## src/rtl/implies_stim_pkg.sv

```systemverilog
// Shared types and constants for the implies checker stimulus sequencer.
package implies_stim_pkg;

    typedef enum logic [2:0] {
        IDLE,
        SET_A,
        SET_B,
        RAND,
        DONE
    } stim_state_e;

    // Truth-table cases indexed by case_idx: (A,B) = (0,0) (0,1) (1,1) (1,0)
    localparam logic [3:0] CASE_A = 4'b1100;
    localparam logic [3:0] CASE_B = 4'b0110;

    localparam logic [7:0] DEFAULT_LFSR_SEED = 8'hA5;

endpackage

```

## src/rtl/implies_lfsr8.sv

```systemverilog
// 8-bit Fibonacci LFSR, x^8+x^6+x^5+x^4+1, seed loaded on reset.
module implies_lfsr8 #(
    parameter logic [7:0] SEED = 8'hA5
) (
    input  logic       clk,
    input  logic       rst_n,
    input  logic       en,
    output logic [7:0] q
);

    logic fb;

    assign fb = q[7] ^ q[5] ^ q[4] ^ q[3];

    always_ff @(posedge clk or negedge rst_n) begin
        if (!rst_n) begin
            q <= SEED;
        end else if (en) begin
            q <= {q[6:0], fb};
        end
    end

endmodule

```

## src/rtl/implies_stim_gen.sv

```systemverilog
// Directed (signal_0, signal_1) sequencer for the implies checker stage.
// Optional random tail enabled by IMPLIES_STIM_RAND_EN.
module implies_stim_gen
    import implies_stim_pkg::*;
#(
    parameter int         HOLD_CYCLES = 2,
    parameter int         N_LOOPS     = 1,
    parameter int         RAND_CYCLES = 16,
    parameter logic [7:0] LFSR_SEED   = DEFAULT_LFSR_SEED
) (
    input  logic       clk,
    input  logic       rst_n,
    input  logic       start,
    output logic       signal_0,
    output logic       signal_1,
    output logic       expect_pass,
    output logic [1:0] case_idx,
    output logic       busy,
    output logic       done
);

    localparam int HW = $clog2(HOLD_CYCLES + 1);
    localparam int LW = $clog2(N_LOOPS + 1);

    stim_state_e   state_q, state_d;
    logic [HW-1:0] hold_q, hold_d;
    logic [LW-1:0] loop_q, loop_d;
    logic [1:0]    case_d, case_inc;
    logic          s0_d, s1_d, busy_d, done_d;
    logic          hold_last, loop_last;

    assign hold_last = (hold_q == HW'(HOLD_CYCLES - 1));
    assign loop_last = (loop_q == LW'(N_LOOPS - 1));
    assign case_inc  = case_idx + 2'd1;

`ifdef IMPLIES_STIM_RAND_EN
    localparam int RW = $clog2(RAND_CYCLES + 1);

    logic [RW-1:0] rcnt_q, rcnt_d;
    logic [7:0]    lfsr_q;
    logic          lfsr_en;

    implies_lfsr8 #(
        .SEED (LFSR_SEED)
    ) u_lfsr (
        .clk   (clk),
        .rst_n (rst_n),
        .en    (lfsr_en),
        .q     (lfsr_q)
    );

    always_ff @(posedge clk or negedge rst_n) begin
        if (!rst_n) begin
            rcnt_q <= '0;
        end else begin
            rcnt_q <= rcnt_d;
        end
    end
`else
    logic unused_cfg;
    assign unused_cfg = ^{LFSR_SEED, RAND_CYCLES[0]};
`endif

    always_comb begin
        state_d = state_q;
        hold_d  = hold_q;
        loop_d  = loop_q;
        case_d  = case_idx;
        s0_d    = signal_0;
        s1_d    = signal_1;
        busy_d  = busy;
        done_d  = 1'b0;
`ifdef IMPLIES_STIM_RAND_EN
        rcnt_d  = rcnt_q;
        lfsr_en = 1'b0;
`endif
        unique case (state_q)
            IDLE: begin
                if (start) begin
                    state_d = SET_A;
                    hold_d  = '0;
                    loop_d  = '0;
                    case_d  = 2'd0;
                    s0_d    = CASE_A[0];
                    busy_d  = 1'b1;
                end
            end
            SET_A: begin
                if (hold_last) begin
                    state_d = SET_B;
                    hold_d  = '0;
                    s1_d    = CASE_B[case_idx];
                end else begin
                    hold_d = hold_q + HW'(1);
                end
            end
            SET_B: begin
                if (!hold_last) begin
                    hold_d = hold_q + HW'(1);
                end else if (case_idx != 2'd3) begin
                    state_d = SET_A;
                    hold_d  = '0;
                    case_d  = case_inc;
                    s0_d    = CASE_A[case_inc];
                end else if (!loop_last) begin
                    state_d = SET_A;
                    hold_d  = '0;
                    loop_d  = loop_q + LW'(1);
                    case_d  = 2'd0;
                    s0_d    = CASE_A[0];
                end else begin
`ifdef IMPLIES_STIM_RAND_EN
                    state_d = RAND;
                    s0_d    = lfsr_q[0];
                    s1_d    = lfsr_q[1];
                    lfsr_en = 1'b1;
                    rcnt_d  = RW'(1);
`else
                    state_d = DONE;
                    busy_d  = 1'b0;
                    done_d  = 1'b1;
`endif
                end
            end
`ifdef IMPLIES_STIM_RAND_EN
            RAND: begin
                if (rcnt_q == RW'(RAND_CYCLES)) begin
                    state_d = DONE;
                    busy_d  = 1'b0;
                    done_d  = 1'b1;
                end else begin
                    s0_d    = lfsr_q[0];
                    s1_d    = lfsr_q[1];
                    lfsr_en = 1'b1;
                    rcnt_d  = rcnt_q + RW'(1);
                end
            end
`endif
            DONE: begin
                state_d = IDLE;
            end
            default: begin
                state_d = IDLE;
                busy_d  = 1'b0;
            end
        endcase
    end

    always_ff @(posedge clk or negedge rst_n) begin
        if (!rst_n) begin
            state_q     <= IDLE;
            hold_q      <= '0;
            loop_q      <= '0;
            case_idx    <= 2'd0;
            signal_0    <= 1'b0;
            signal_1    <= 1'b0;
            expect_pass <= 1'b1;
            busy        <= 1'b0;
            done        <= 1'b0;
        end else begin
            state_q     <= state_d;
            hold_q      <= hold_d;
            loop_q      <= loop_d;
            case_idx    <= case_d;
            signal_0    <= s0_d;
            signal_1    <= s1_d;
            expect_pass <= !s0_d || s1_d;
            busy        <= busy_d;
            done        <= done_d;
        end
    end

endmodule

```

## config.mk

```make
export PLATFORM = sky130hd
export DESIGN_NAME = implies_stim_gen
export DESIGN_NICKNAME = d
export VERILOG_FILES = /design/src/rtl/implies_stim_pkg.sv /design/src/rtl/implies_lfsr8.sv /design/src/rtl/implies_stim_gen.sv
export SDC_FILE = /design/constraint.sdc
export NUM_CORES = 1
export LEC_CHECK = 0
export CORE_AREA = 5 5 42 44
export DETAILED_ROUTE_END_ITERATION = 7
export DIE_AREA = 0 0 47 49
export PLACE_DENSITY = 0.73
export SLEW_MARGIN = 20
export SYNTH_ARGS = -nofsm -noshare
export SYNTH_HDL_FRONTEND = slang
export SYNTH_SLANG_ARGS = --single-unit
```

## constraint.sdc

```tcl
create_clock -name clk -period 1.9 [get_ports clk]
set_clock_uncertainty 0.1 [all_clocks]
set_input_delay 0.285 -clock clk [delete_from_list [all_inputs] [get_ports clk]]
set_output_delay 0.285 -clock clk [all_outputs]
set_load 0.02 [all_outputs]
```

==> out/metrics.sh <==
CLOCKBUFFERDEPTH=2
FINALHOLDVIOLATIONS=0
OVERFLOW=0
DESIGN.CORE.AREA_MM2=0.00140
CTS_HOLD_BUF=0
OUTCOME='finished, final reports clean'
PLACED_WIRE_LENGTH_ESTIMATE_AFTER_DETAILED_PLACEMENT_UM=888
PLACEMENT_ROWS=14
DIE_AREA_MM2=0.00230
POSTSYNTH.TOPFLOPCELL='dfrtp_1'
CLOCK_INSERTION_DELAY_WORST_SKEW_PS=270
SYNTH_CELLS=63
SYNTHDISTINCTLIBCELLS=34
ANTENNA_LEFT=0
RELSLEWSLACK=0.648
ROUTED_WIRE_LENGTH_PER_INSTANCE_UM=13.5
PERIOD_MINUS_SLACK_PS=1770
GRT_MAX_DEGREE=13
SHARE_SEQ_OF_TOTAL_POWER=0.347
PLACE.PORT_BUFFERS=9
DETAIL_ROUTE.WIRELENGTH_MM=1.21
LAYOUT-DRIVE-GT1-SHARE=0.189
POST_SYNTH.CELL_AREA_AVG_UM2=10.2
FINAL_NET_COUNT=79
TOP_LEVEL_PORTS=10
WORSTPATHARRIVAL_PS=1380
DR.FIRST_ITER.DRC_COUNT=12
POST_CTS_SIZING_COUNT=0
WORST_HOLD_PATH_TYPE='input port to asynchronous set/reset pin'
CTS.HTREE.LEVELS=1
POWER.IR.VDD_WORST_mV=0.597
STARTING_DENSITY_OF_THE_CORE=0.461
WORST_PATH_LARGEST_CELL_DELAY_PS=590
YOSYS-TOP-CELLS-COUNT='dfrtp_1, nand2_1'
TRITONCTS='yes'
P_CLK_FRAC=0.169
CRITICAL_PATH.MAX_FANOUT=1
CLK_PIN_SLEW_WORST_PATHS_PS=70
CRITPATHREQUIREDTIME_PS=1510
CRIT_PATH_CELL_TRACE='clkdlybuf4s50_1'
GP_ROUTABILITY_CONGESTION=0.817
CLOCK_SINKS=12
AREA_FRACTION_OF_THE_DOMINANT_CELL_TYPE_AFTER_SYNTHESIS=0.426
NUMBER_OF_SYNTHESIZED_FLOPS_WITH_AN_ENABLE_PIN=0
STARTPOINT_TYPE='flop'
TIMING.FMAX_MHz=565
PATH_CLASS='flop to primary output'
NET_SWITCHING_POWER_uW=449
DIE_Y_UM=49
MAX_CAP_VIOLATIONS=0
CRITICAL-PATH-SLOWEST-CELL='clkdlybuf4s50_1'
TOTALNEGATIVESETUPSLACK_PS=0
SETUP_SLACK_PS=131
SYNTHESIS.NETS=67
VIA_COUNT=502
CRITICAL_PATH.ENDPOINT_TYPE='primary output'
YOSYS_WARNINGS=0
MAPPEDNETLISTAREA_UM2=646
CRITPATHTOPFAMILY='buffers and inverters'
FIRST_PASS_GRT_WIRE_LENGTH_MM=2.13
ANTENNA_FOUND_INITIAL=0
YOSYS-TOP-CELLS-AREA='dfrtp_1, nand2_1, dfstp_2'
YOSYSTOPAREACELL='dfrtp_1'
VIAS_IN_THE_FIRST_GLOBAL_ROUTE=480
UNREPAIRED_SETUP_ENDPOINTS_AFTER_GLOBAL_ROUTING='no'
COMBPWRFRAC=0.484
FIRSTDRTPASSITERS=5
FINAL_MAX_SLEW_VIOL_COUNT=0
POST_CTS.REPAIR.SETUP_BUFFERS=0
AREA_GROWTH_PCT=20.7
POST_DRT_VIA_CELL_RATIO=5.58
P_PER_AREA_mW_PER_MM2=1530
FINAL_ANTENNA_DIODE_COUNT=0
GRT_USAGE=0.131
FLIP_FLOP_AND_LATCH_COUNT_AFTER_SYNTHESIS=12
SETUP-VIOLATIONS-FINAL=0
WORSTPATHBUFFERINVERTERCOUNT=1
P_SW_FRAC=0.377
LEAKAGE_uW=0.000345
CLOCKROOTBUFFER='clkbuf_4'
SYNTH_SEQ_AREA_SHARE=0.467
WORST_SLEW_PIN_SLEW_PS=527
DIE_WIDTH_UM=47
REMAINING_DRC_ERRORS=0
INTERNAL_DISSIPATION_uW=741
DETAILEDPLACE.WORSTSLACK_PS=311
SYNTHARSTFLOPSHARE=1.00
TIMING.FINAL.CRIT_SHARE=0.931
TRITONCTS.NUM_BUFFERS=3
SYNTHMOSTINSTANTIATEDCELL='dfrtp_1'
REGTOREGSETUPSLACK_PS=290
-- stage by stage --
stage	cells	hold WS [ps]	total power, uW	instance area, um^2	util
floorplan	63	-111	829	646	-
CTS	90	273	1200	779	0.556
global route	90	303	1290	779	0.556
finish	90	254	1190	779	0.556
detailed placement	86	414	997	743	0.530
global placement	86	412	987	743	0.530
-- power by group through the flow --
stage                     sequential (uW)  clock, uW  combinational [uW]
after detailed placement              417          0                 580
final                                 413        201                 577
after CTS                             413        208                 581
after floorplan                       449          0                 379
after global routing                  429        225                 635
after global placement                414          0                 573
-- cell usage in the layout (no fill, tap or decap), types with 3 or more instances in the layout --
cell	instances
o21ai_0	3
nor2b_1	3
nor2_1	3
nand2_1	8
inv_1	3
clkbuf_4	3
clkdlybuf4s50_1	9
a21oi_1	3
dfrtp_1	11
-- area by class of cell --
cell class / instances / area [um^2]
flip-flops and latches: 12 / 302
multi-input cells: 45 / 313
inverters: 3 / 11.3
repair buffers: 10 / 97.6
well taps: 16 / 20.0
clock buffers: 4 / 36.3
fillers: 138 / 622
-- final timing paths --
kind	from	endpoint	cells after the start
hold / removal	rst_n	signal_1	1
setup reg to reg	case_idx[0]	expect_pass	5
max in group asynchronous	rst_n	expect_pass	1
hold reg to reg	signal_1	signal_1	1
setup / recovery	expect_pass	expect_pass	1
min in group clk	signal_1	signal_1	1
-- cell families after synthesis --
| logic type | Yosys count | share of synthesized area |
|---|---|---|
| AO/OA/AOI/OAI | 15 | 0.157 |
| multiplexers | 3 | 0.0562 |
| adder cells (fa/ha/maj) | 1 | 0.0194 |
| AND/OR/NAND/NOR | 26 | 0.252 |
| flip-flops | 12 | 0.467 |
| buffers and inverters | 6 | 0.0484 |
-- metal layers --
metal	global-route usage	share of wire	vias up
met1	0.172	0.45	237
met4	0.0968	0.036	0
met2	0.183	0.45	13
li1	-	-	247
met5	0	0	-
met3	0.0221	0.058	5
-- state kept, by name (all words and copies together), names as in the netlist --
signal	count
hold_q	2
expect_pass	1
signal_1	1
busy	1
case_idx	2
signal_0	1
done	1
state_q	3
Power figures use the tool's default switching activity.
